### config.mk
export PLATFORM = sky130hd
export DESIGN_NAME = mmu_tlb
export DESIGN_NICKNAME = d
export VERILOG_FILES = /design/src/rtl/mmu_tlb.sv
export SDC_FILE = /design/constraint.sdc
export NUM_CORES = 1
export LEC_CHECK = 0
export BUFFER_PORTS_ARGS = -buffer_cell sky130_fd_sc_hd__buf_2
export CAP_MARGIN = 20
export CORE_ASPECT_RATIO = 0.8
export CORE_MARGIN = 2
export CORE_UTILIZATION = 45
export DETAILED_ROUTE_END_ITERATION = 10
export GPL_TIMING_DRIVEN = 0
export PLACE_DENSITY = 0.65
export SLEW_MARGIN = 20
export SYNTH_ARGS = -nofsm -noshare
export SYNTH_HDL_FRONTEND = slang
export SYNTH_SLANG_ARGS = --single-unit
### constraint.sdc
create_clock -name clk -period 2.98 [get_ports clk]
set_input_delay 0.298 -clock clk [delete_from_list [all_inputs] [get_ports clk]]
set_output_delay 0.298 -clock clk [all_outputs]
set_load 0.05 [all_outputs]
### src/rtl/mmu_tlb.sv
// rtl/mmu_tlb.sv - ASID-tagged fully associative TLB with single-level hardware page-table walker
module mmu_tlb #(
   parameter int RV   = 16,
   parameter int VA   = RV,
   parameter int PA   = RV,
   parameter int PG   = 12,
   parameter int NTLB = 4,
   parameter int ASW  = 4
) (
   input  logic          clk,
   input  logic          reset,
   input  logic          mmu_enable,
   input  logic          supmode,
   input  logic          req_valid,
   input  logic          req_is_pc,
   input  logic          req_is_write,
   input  logic [VA-1:0] req_vaddr,
   output logic [PA-1:0] req_paddr,
   output logic          req_stall,
   output logic          mmu_miss_fault,
   output logic          mmu_prot_fault,
   output logic          ptw_req,
   output logic [PA-1:0] ptw_addr,
   input  logic          ptw_ack,
   input  logic [RV-1:0] ptw_data,
   input  logic          inv_all,
   input  logic          reg_write,
   input  logic [1:0]    reg_sel,
   input  logic [RV-1:0] reg_data,
   output logic [RV-1:0] reg_read
);

   localparam int VPNW = VA - PG;
   localparam int PPNW = PA - PG;
   localparam int IW   = $clog2(NTLB);

   typedef enum logic [1:0] {S_IDLE, S_WALK, S_FILL} state_e;

   state_e            state_q, state_d;
   logic [RV-1:0]     ptbr_q;
   logic [ASW-1:0]    asid_q;
   logic [RV-1:0]     fault_q;
   logic [IW-1:0]     rr_q;
   logic [PA-1:0]     ptw_addr_q;
   logic [PPNW-1:0]   pte_ppn_q;
   logic [3:0]        pte_flags_q;
   logic              cancel_q;
   logic [VPNW-1:0]   walk_vpn_q;
   logic [ASW-1:0]    walk_asid_q;
   logic              walk_ins_q;
   logic              walk_sup_q;

   logic [NTLB-1:0]   tlb_v_q;
   logic [VPNW-1:0]   tlb_vpn_q  [NTLB];
   logic [ASW-1:0]    tlb_asid_q [NTLB];
   logic [PPNW-1:0]   tlb_ppn_q  [NTLB];
   logic [2:0]        tlb_uxw_q  [NTLB];

   logic [VPNW-1:0]   req_vpn;
   logic              hit;
   logic [IW-1:0]     hit_idx;
   logic [PPNW-1:0]   hit_ppn;
   logic [2:0]        hit_uxw;
   logic              miss;
   logic              fill_en;
   logic              prot_viol;
   logic              unused_pte_bits;

   assign req_vpn = req_vaddr[VA-1:PG];
   assign unused_pte_bits = ^{ptw_data[RV-PPNW-1:4]};

   always_comb begin
      hit     = 1'b0;
      hit_idx = '0;
      for (int i = 0; i < NTLB; i++) begin
         if (tlb_v_q[i] && (tlb_vpn_q[i] == req_vpn) && (tlb_asid_q[i] == asid_q)) begin
            hit     = 1'b1;
            hit_idx = IW'(i);
         end
      end
   end

   assign hit_ppn = tlb_ppn_q[hit_idx];
   assign hit_uxw = tlb_uxw_q[hit_idx];
   assign miss    = req_valid & mmu_enable & ~hit;

   // hit_uxw = {user, exec, writeable}
   assign prot_viol = (req_is_pc & ~hit_uxw[1])
                    | (~req_is_pc & req_is_write & ~hit_uxw[0])
                    | (~supmode & ~hit_uxw[2]);
   assign mmu_prot_fault = req_valid & mmu_enable & hit & prot_viol;
   assign req_paddr      = mmu_enable ? {hit_ppn, req_vaddr[PG-1:0]} : PA'(req_vaddr);
   assign ptw_addr       = ptw_addr_q;

   function automatic logic [RV-1:0] fault_word(input logic [VPNW-1:0] vpn, input logic ins,
                                                input logic sup, input logic typ);
      logic [RV-1:0] f;
      f            = '0;
      f[RV-1 -: VPNW] = vpn;
      f[3:0]       = {ins, sup, typ, 1'b0};
      return f;
   endfunction

   always_ff @(posedge clk) begin
      if (reset) state_q <= S_IDLE;
      else       state_q <= state_d;
   end

   always_comb begin
      state_d = state_q;
      case (state_q)
         S_IDLE:  if (miss) state_d = S_WALK;
         S_WALK:  if (ptw_ack) state_d = S_FILL;
         S_FILL:  state_d = S_IDLE;
         default: state_d = S_IDLE;
      endcase
   end

   // An inv_all in the FILL cycle itself is treated like a cancel so the entry never lands valid.
   always_comb begin
      req_stall      = 1'b0;
      ptw_req        = 1'b0;
      mmu_miss_fault = 1'b0;
      fill_en        = 1'b0;
      case (state_q)
         S_IDLE: req_stall = miss;
         S_WALK: begin
            req_stall = 1'b1;
            ptw_req   = 1'b1;
         end
         S_FILL: begin
            req_stall      = 1'b1;
            fill_en        = ~cancel_q & ~inv_all & pte_flags_q[0];
            mmu_miss_fault = ~cancel_q & ~inv_all & ~pte_flags_q[0];
         end
         default: req_stall = 1'b0;
      endcase
   end

   always_ff @(posedge clk) begin
      if (reset) begin
         ptbr_q      <= '0;
         asid_q      <= '0;
         fault_q     <= '0;
         rr_q        <= '0;
         ptw_addr_q  <= '0;
         pte_ppn_q   <= '0;
         pte_flags_q <= '0;
         cancel_q    <= 1'b0;
         walk_vpn_q  <= '0;
         walk_asid_q <= '0;
         walk_ins_q  <= 1'b0;
         walk_sup_q  <= 1'b0;
         tlb_v_q     <= '0;
         for (int i = 0; i < NTLB; i++) begin
            tlb_vpn_q[i]  <= '0;
            tlb_asid_q[i] <= '0;
            tlb_ppn_q[i]  <= '0;
            tlb_uxw_q[i]  <= '0;
         end
      end else begin
         if (state_q == S_IDLE && miss) begin
            ptw_addr_q  <= PA'(ptbr_q) + PA'(req_vpn) * PA'(RV / 8);
            walk_vpn_q  <= req_vpn;
            walk_asid_q <= asid_q;
            walk_ins_q  <= req_is_pc;
            walk_sup_q  <= supmode;
         end
         if (state_q == S_WALK && ptw_ack) begin
            pte_ppn_q   <= ptw_data[RV-1 -: PPNW];
            pte_flags_q <= ptw_data[3:0];
         end
         if (state_d == S_IDLE)
            cancel_q <= 1'b0;
         else if (state_q != S_IDLE && inv_all)
            cancel_q <= 1'b1;

         if (inv_all) begin
            tlb_v_q <= '0;
         end else if (fill_en) begin
            tlb_v_q[rr_q] <= 1'b1;
         end
         if (fill_en) begin
            tlb_vpn_q[rr_q]  <= walk_vpn_q;
            tlb_asid_q[rr_q] <= walk_asid_q;
            tlb_ppn_q[rr_q]  <= pte_ppn_q;
            tlb_uxw_q[rr_q]  <= pte_flags_q[3:1];
            rr_q             <= rr_q + IW'(1);
         end

         if (reg_write && reg_sel == 2'd0) ptbr_q <= reg_data;
         if (reg_write && reg_sel == 2'd1) asid_q <= reg_data[ASW-1:0];

         if (mmu_miss_fault)
            fault_q <= fault_word(walk_vpn_q, walk_ins_q, walk_sup_q, 1'b1);
         else if (mmu_prot_fault)
            fault_q <= fault_word(req_vpn, req_is_pc, supmode, 1'b0);
      end
   end

   always_comb begin
      reg_read = '0;
      case (reg_sel)
         2'd0:    reg_read = ptbr_q;
         2'd1:    reg_read = RV'(asid_q);
         2'd2:    reg_read = fault_q;
         default: reg_read = '0;
      endcase
   end

endmodule

Word level (Yosys, flattened, before mapping)
Memory sizes are Yosys's and may differ from the RTL's.
Index checks and enable logic that the tools add are counted.
{ "totals": {"register_bits": 70, "memories": 4, "ramBits": 60, "input_bits": 60} }
{ "memory_table": {"columns": ["memory", "words", "width", "read_ports", "rd_clocked_by_memory_dff", "write_ports", "line_no", "source"], "rows": [
  ["tlb_asid_q", 4, 4, 4, 0, 4, "55", "logic [ASW-1:0] tlb_asid_q [NTLB];"],
  ["tlb_ppn_q", 4, 4, 1, 0, 4, "56", "logic [PPNW-1:0] tlb_ppn_q [NTLB];"],
  ["tlb_vpn_q", 4, 4, 4, 0, 4, "54", "logic [VPNW-1:0] tlb_vpn_q [NTLB];"],
  ["tlb_uxw_q", 4, 3, 1, 0, 4, "57", "logic [2:0] tlb_uxw_q [NTLB];"]
]} }
{ "op_classes": {"n_eq_ne": 12, "n_addsub": 2, "mux": 37, "n_bitwise": 23, "reduce_logical": 26, "magnitude_cmp": 2} }
{ "ops": {"columns": ["operator", "count"], "rows": [
  ["$mux W16", 3],
  ["$pmux W16 S3", 1],
  ["$eq A4 B4 Y1", 8],
  ["$mux W1", 18],
  ["$add A16 B5 Y16", 1],
  ["$mux W2", 8],
  ["$logic_and A1 B1 Y1", 14],
  ["$mux W4", 3],
  ["$reduce_or A4 Y1", 3],
  ["$and A1 B1 Y1", 11],
  ["$not A1 Y1", 9],
  ["$logic_not A2 Y1", 3],
  ["$reduce_or A2 Y1", 3],
  ["$eq A2 B1 Y1 const B", 2],
  ["$eq A2 B2 Y1 const B", 2],
  ["$or A4 B4 Y4", 1],
  ["$pmux W2 S2", 1],
  ["$reduce_bool A2 Y1", 2],
  ["$lt A2 B3 Y1 const B", 1],
  ["$mux W3", 1],
  ["$reduce_or A3 Y1", 1],
  ["$add A2 B1 Y2 const B", 1],
  ["$demux W1 S2", 1],
  ["$ge A2 B1 Y1 const B", 1],
  ["other kinds (2)", 3]
]} }

Logic depth before layout (Yosys ltp)
Gate-level depths: netlist of run 1.
An unclocked memory read counts as a cell.
{ "depth": {"word_depth": 15, "ltp_mapped": 12, "ltp_nobuf": 11} }

Least setup slack after synthesis of run 1
No wires, ideal clock.
{ "synth_path": {"path_type": "reg2out", "from": "reg asid_q[3]", "to": "out mmu_prot_fault", "arrival_ps": 2463, "n_path_buf": 3, "path_stages_with_launch": 11, "setup_slack_ps": 219, "cell_sequence": "dfxtp_1 -> buf_4 -> xnor2_1 -> nand4_1 -> or3_1 -> buf_6 -> a211o_1 -> a21oi_2 -> nor4_4 -> buf_6 -> nor2_1"} }
{ "synth_between": {"elab_chain_len": 11, "elab_cells_between_ends": 26, "cone_classes": "eq/ne (4); mux (7); bitwise (10); reduce/logical (4); memory (1)"} }
{ "synth_lines": {"columns": ["element", "line_no", "source"], "rows": [
  ["start, declared", "41", "logic [ASW-1:0] asid_q;"],
  ["start signal, assigned", "192", "if (reg_write && reg_sel == 2'd1) asid_q <= reg_data[ASW-1:0];"],
  ["$eq A4 B4 Y1", "76", "if (tlb_v_q[i] && (tlb_vpn_q[i] == req_vpn) && (tlb_asid_q[i] == asid_q)) begin"],
  ["$logic_and A1 B1 Y1", "76", null],
  ["$mux W1", "76", null],
  ["$mux W2 (2 in series)", "76", null],
  ["$mem_v2 Z4 W3", null, null],
  ["$not A1 Y1 (on tied branches)", "88, 89", null],
  ["$and A1 B1 Y1 (on tied branches)", "88, 89", null],
  ["$or A1 B1 Y1", "89", "| (~req_is_pc & req_is_write & ~hit_uxw[0])"],
  ["$or A1 B1 Y1", "90", "| (~supmode & ~hit_uxw[2]);"],
  ["$and A1 B1 Y1 (*)", "91", "assign mmu_prot_fault = req_valid & mmu_enable & hit & prot_viol;"],
  ["end, declared", "21", "output logic mmu_prot_fault,"]
]} }
Mark *: on every way between the ends. The rest lies on a longest branch, timed or not.

Final worst setup path of run 1
{ "layout_path": {"from": "reg asid_q[2]", "to": "out mmu_prot_fault"} }
The elaborated chain is that of the path after synthesis.

==> results of run 1 <==
## state kept, by name, indices dropped and copies added, names as in the netlist
register     count
rr_q             2
walk_asid_q      4
walk_ins_q       1
cancel_q         1
ptbr_q          16
fault_q          7
tlb_vpn_q       16
pte_flags_q      4
ptw_addr        16
state_q          2
tlb_asid_q      16
tlb_uxw_q       12
asid_q           4
walk_vpn_q       4
tlb_v_q          4
tlb_ppn_q       16
pte_ppn_q        4
walk_sup_q       1
## final timing paths
| kind | slack [ps] | start | endpoint |
|---|---|---|---|
| worst min register to register | 480 | pte_flags_q[0] | pte_flags_q[0] |
| worst min-delay path | 120 | reg_data[11] | ptbr_q[11] |
| worst max register to register | 220 | state_q[0] | tlb_asid_q[0][2] |
| worst max-delay path | -30 | asid_q[2] | mmu_prot_fault |
## logic make-up (layout without fill, tap and decap cells)
family / after synthesis / after routing / share of synthesized area, %
AOI/OAI and AO/OA: 80 / 80 / 7.39
DFF: 130 / 130 / 49.5
xor gates and xnor gates: 46 / 46 / 6.92
muxes: 38 / 38 / 5.96
buffers and inverters: 63 / 196 / 5.51
and+or+nand+nor: 260 / 260 / 22.1
adders and majority gates: 13 / 13 / 2.63
## routing by layer
| layer | routed length (um) | GRT usage (%) | up-vias |
|---|---|---|---|
| met5 | 0 | 0 | - |
| met4 | 189 | 6.67 | 0 |
| met2 | 7640 | 34.4 | 143 |
| met3 | 855 | 4.49 | 13 |
| li1 | - | - | 2396 |
| met1 | 7650 | 30.0 | 2413 |
## cell usage in the layout, fill, tap and decap left out, drive strengths merged, types with 14 or more instances in the layout
cell / instances
dfxtp: 70
nor2: 53
a21oi: 41
nor4: 14
buf: 129
nor3: 14
o21ai: 15
edfxtp: 60
mux2i: 34
inv: 14
and2: 69
nand2: 55
nand3: 17
xnor2: 30
xor2: 16
clkbuf: 44
## worst min-delay path, cell delays in order
cell and delay [ps]:
buf_2 100, nand2_1 50, a21oi_1 50
## what timing repair did
item | CTS | global route
gates resized for setup | 23 | 26
pin swaps | 9 | 5
setup buffers | 13 | 0
endpoints found under the setup margin | 6 | 36
hold buffers | 0 | 0
## synthesized netlist by cell type (all sizes together), types with 4 or more instances
| cell type | count |
|---|---|
| a211oi | 12 |
| a21oi | 41 |
| and2 | 69 |
| buf | 27 |
| clkbuf | 24 |
| dfxtp | 70 |
| edfxtp | 60 |
| ha | 12 |
| inv | 12 |
| mux2 | 4 |
| mux2i | 34 |
| nand2 | 55 |
| nand2b | 4 |
| nand3 | 17 |
| nand4 | 5 |
| nor2 | 53 |
| nor2b | 4 |
| nor3 | 14 |
| nor3b | 5 |
| nor4 | 14 |
| o21ai | 15 |
| or2 | 5 |
| or3 | 6 |
| xnor2 | 30 |
| xor2 | 16 |
## final cells by class
cell class,count,area share [%]
buffer,49,3.99
clock buffer,21,6.00
clock inverter,11,1.56
inverter,12,0.561
multi-input combinational,437,37.9
sequential,130,39.9
tap,184,2.87
timing repair buffer,103,7.20
## power groups by stage
stage | Combinational [W] | Clock [W] | Sequential [W]
3_3_place_gp | 0.000477 | 0 | 0.00200
6_report | 0.000521 | 0.00212 | 0.00197
3_5_place_dp | 0.000486 | 0 | 0.00201
5_1_grt | 0.000556 | 0.00223 | 0.00198
4_1_cts | 0.000508 | 0.00214 | 0.00197
2_1_floorplan | 0.000308 | 0 | 0.00204
## stage by stage
| stage | total power [W] | hold slack (ps) | TNS (ps) | utilization, % |
|---|---|---|---|---|
| after floorplan | 0.00235 | 377 | 0 | - |
| after global placement | 0.00248 | 461 | -121 | 50.5 |
| after detailed placement | 0.00249 | 468 | -165 | 50.5 |
| after CTS | 0.00462 | 114 | -13.5 | 56.1 |
| after global routing | 0.00476 | 127 | -262 | 56.8 |
| final | 0.00461 | 123 | -32.0 | 56.8 |
==> metrics.csv, run 1 <==
metric;value;unit
cts_tree;built;
synth_edf_count;60;
cp_slowest_cell;or3_1;
internal_power;0.00344;W
layout.nets;823;
cp_num_buf_inv;4;
whs_path_depth;3;
fillCellCount;1242;
drt_first_iter_violations;338;
leakagePower;3.25;nW
drive_gt1_share;28.0;%
max_stage_delay;400;ps
synth_warnings;0;
antenna_found_initial;0;
r2r_cells;7;
grt_pass1_vias;4840;
fmax;332;MHz
hold_class;in -> reg;
ant_nets;0;
skew;13.4;ps
power.switching;0.00117;W
area.growth.synth_to_final;24.2;%
irDropWorstVdd;544;uV
crit_arrival;2710;ps
netlist.area_leader.share;27.9;%
yosysSeqAreaShare;49.5;%
globalplace.congestion;0.816;
row_count;39;
root_buffer;clkbuf_16;
netlist.top_cell.by_area;edfxtp_1;
path_delay_family;simple AND/OR/NAND/NOR gates;
die_h;111;um
die_area;15400;sq um
synth_area;6470;sq um
p_seq_share;42.7;%
yosys-top-cells-area;edfxtp_1, dfxtp_1, and2_1, mux2i_1, xnor2_1;
power.share.switching;25.3;%
required;2680;ps
cts.path.max_buffers;2;
fin_ws;-32.0;ps
worst_pin_slew;768;ps
synth-async-reset-ratio;0;%
pre_cts_ws;-84.6;ps
cts.sinks;130;
ys_seq_elements;130;
synth_cell_type_count;54;
placed_area;7150;sq um
drv_cap;0;
synthFlopType;dfxtp_1;
dp_hpwl;11.6;mm
final.period_utilization;101;%
routed_wl;16.3;mm
syn_avg_cell_area;10.3;sq um
critPathMaxFanout;8;
path_cells;buf_6 -> xnor2_2 -> nand3_2 -> or3_1 -> buf_6 -> mux2i_2 -> and3_4 -> nor4_4 -> buf_6 -> nor2_2 -> buf_6;
start_kind;register;
violations;setup timing;
vias_per_cell;5.24;
synthCells;630;
coreArea;14200;sq um
maxSlewViolCount;0;
grt_pass1_wl;25.7;mm
num_io_pins;112;
start_util;45.7;%
setup_viol;1;
antenna_cells;0;
clk_latency;410;ps
io_buffer_count;90;
period_needed;3010;ps
grt_overflow;0;
cts_max_level;4;
slew-limit-headroom;48.4;%
multi_input_area;3050;sq um
route.detailed.drc;0;
clkPwrFrac;46.0;%
die_w;138;um
wire_per_inst;17.2;um
num_vias;4965;
regArea;3200;sq um
synth_nets;703;
critical_path_class;reg -> out;
cp.depth;11;
final_cells;947;
outcome;finished, violations left;
cts.clk_slew.worst_paths;60;ps
grt_setup_unrepaired;true;
placedCellCount;904;
hold_viol;0;
crit_top_cell;buf_6;
cp-end-kind;primary output;
fin_area;8030;sq um
track_usage;21.7;%
power_density;574;nW/um^2
numCtsBuffers;17;
grt_start_max_net_pins;20;
power_frac_comb;11.3;%
dr.pass1.iters;5;
(Power assumes the default switching activity.)
==> run 2: changes to the inputs <==
==> constraint.sdc (replaced) <==
create_clock -name clk -period 2.98 [get_ports clk]
set_input_delay 0.298 -clock clk [delete_from_list [all_inputs] [get_ports clk]]
set_output_delay 0.298 -clock clk [all_outputs]
set_load 0.01 [all_outputs]
==> metrics.csv, run 2 (synthesized netlist as in run 1, its figures left out) <==
metric;value;unit
outcome;finished, violations left;
violations;setup timing;
crit_arrival;2700;ps
fin_ws;-18.0;ps
grt_pass1_wl;25.7;mm
root_buffer;clkbuf_16;
setup_viol;2;
num_io_pins;112;
grt_setup_unrepaired;true;
numCtsBuffers;17;
cts_tree;built;
max_stage_delay;410;ps
hold_viol;0;
critPathMaxFanout;7;
dr.pass1.iters;5;
layout.nets;825;
slew-limit-headroom;48.3;%
cts.sinks;130;
path_cells;buf_6 -> xnor2_1 -> nand3_1 -> nor4_2 -> nor3_1 -> o21a_1 -> nor4_4 -> buf_6 -> nor2_1 -> buf_2;
start_util;45.7;%
globalplace.congestion;0.816;
crit_top_cell;buf_6;
vias_per_cell;5.28;
die_area;15400;sq um
route.detailed.drc;0;
coreArea;14200;sq um
period_needed;3000;ps
leakagePower;3.23;nW
layout_commonest_cell;buf_2;
drive_gt1_share;27.5;%
fin_hold_ws;126;ps
drv_cap;0;
hold_class;in -> reg;
cp-end-kind;primary output;
ant_nets;0;
cts.path.max_buffers;2;
antenna_cells;0;
required;2680;ps
critical_path_class;reg -> out;
area.growth.synth_to_final;23.5;%
row_count;39;
finalSetupTns;-19.0;ps
io_buffer_count;90;
drt_first_iter_violations;369;
track_usage;21.7;%
cp_slowest_cell;nor4_2;
grt_pass1_vias;4837;
irDropWorstVdd;545;uV
cts_max_level;4;
die_h;111;um
grt_start_max_net_pins;20;
dp_hpwl;11.6;mm
cts.clk_slew.worst_paths;60;ps
num_vias;5007;
final.period_utilization;101;%
grt_overflow;0;
die_w;138;um
start_kind;register;
wire_per_inst;17.2;um
layout_common_cells;buf_2, dfxtp_1, and2_1;
worst_pin_slew;770;ps
fmax;334;MHz
power_density;563;nW/um^2
clk_latency;410;ps
antenna_found_initial;0;
maxSlewViolCount;0;
skew;12.5;ps
cts_hold_buf;0;
routed_wl;16.3;mm
## run 2: cell types whose count changed in the layout (fill, tap and decap cells not counted), sizes merged
cell / before / now
buf: 129 / 131
## run 2: final cells by class
| cell class | instances | area, sq um |
|---|---|---|
| Fill cell | 1250 | 6160 |
| Clock buffer | 21 | 482 |
| Clock inverter | 11 | 125 |
| Sequential cell | 130 | 3200 |
| Multi-Input combinational cell | 437 | 3020 |
| Buffer | 49 | 320 |
| Timing Repair Buffer | 105 | 563 |
| Inverter | 12 | 45.0 |
| Tap cell | 184 | 230 |
## run 2: worst max-delay path, delay by kind of cell (launching register included)
family          cells  cell delay (ps)
flops               1              310
compound gates      1              230
buf+inv             3              450
xor+xnor            1              160
simple gates        5             1140
## run 2: final timing paths
| kind | startpoint | to | slack [ps] | cells after the start |
|---|---|---|---|---|
| worst min-delay path | reg_data[11] | ptbr_q[11] | 130 | 3 |
| worst max register to register | state_q[0] | tlb_asid_q[0][2] | 210 | 7 |
| worst max-delay path | asid_q[2] | mmu_prot_fault | -20 | 10 |
| worst min register to register | pte_flags_q[0] | pte_flags_q[0] | 480 | 2 |
## run 2: where the power goes
group | switching, W | internal, W | total, W
logic | 0.000232 | 0.000180 | 0.000412
clock network | 0.000785 | 0.00133 | 0.00211
registers | 0.0000443 | 0.00193 | 0.00197
## run 2: repair_timing
| item | 4_1_cts | 5_1_grt |
|---|---|---|
| gates resized for setup | 13 | 12 |
| pin swaps | 8 | 5 |
| setup buffers | 11 | 4 |
| endpoints found under the setup margin | 3 | 36 |
## run 2: per-stage QoR
step	util (%)	setup slack, ps	total power [W]	std cells	cell area [sq um]
2_1_floorplan	-	623	0.00225	630	6470
3_3_place_gp	50.5	12.0	0.00238	904	7150
3_5_place_dp	50.5	-8.58	0.00239	904	7150
4_1_cts	55.8	-11.2	0.00451	945	7900
5_1_grt	56.5	-134	0.00465	949	7990
6_report	56.5	-18.0	0.00450	949	7990
## run 2: per-layer routing
layer,vias up,track usage [%],wire length [um]
met1,2435,30.2,7620
met5,-,0,0
li1,2396,-,-
met4,0,6.60,217
met2,157,34.2,7550
met3,19,4.45,943
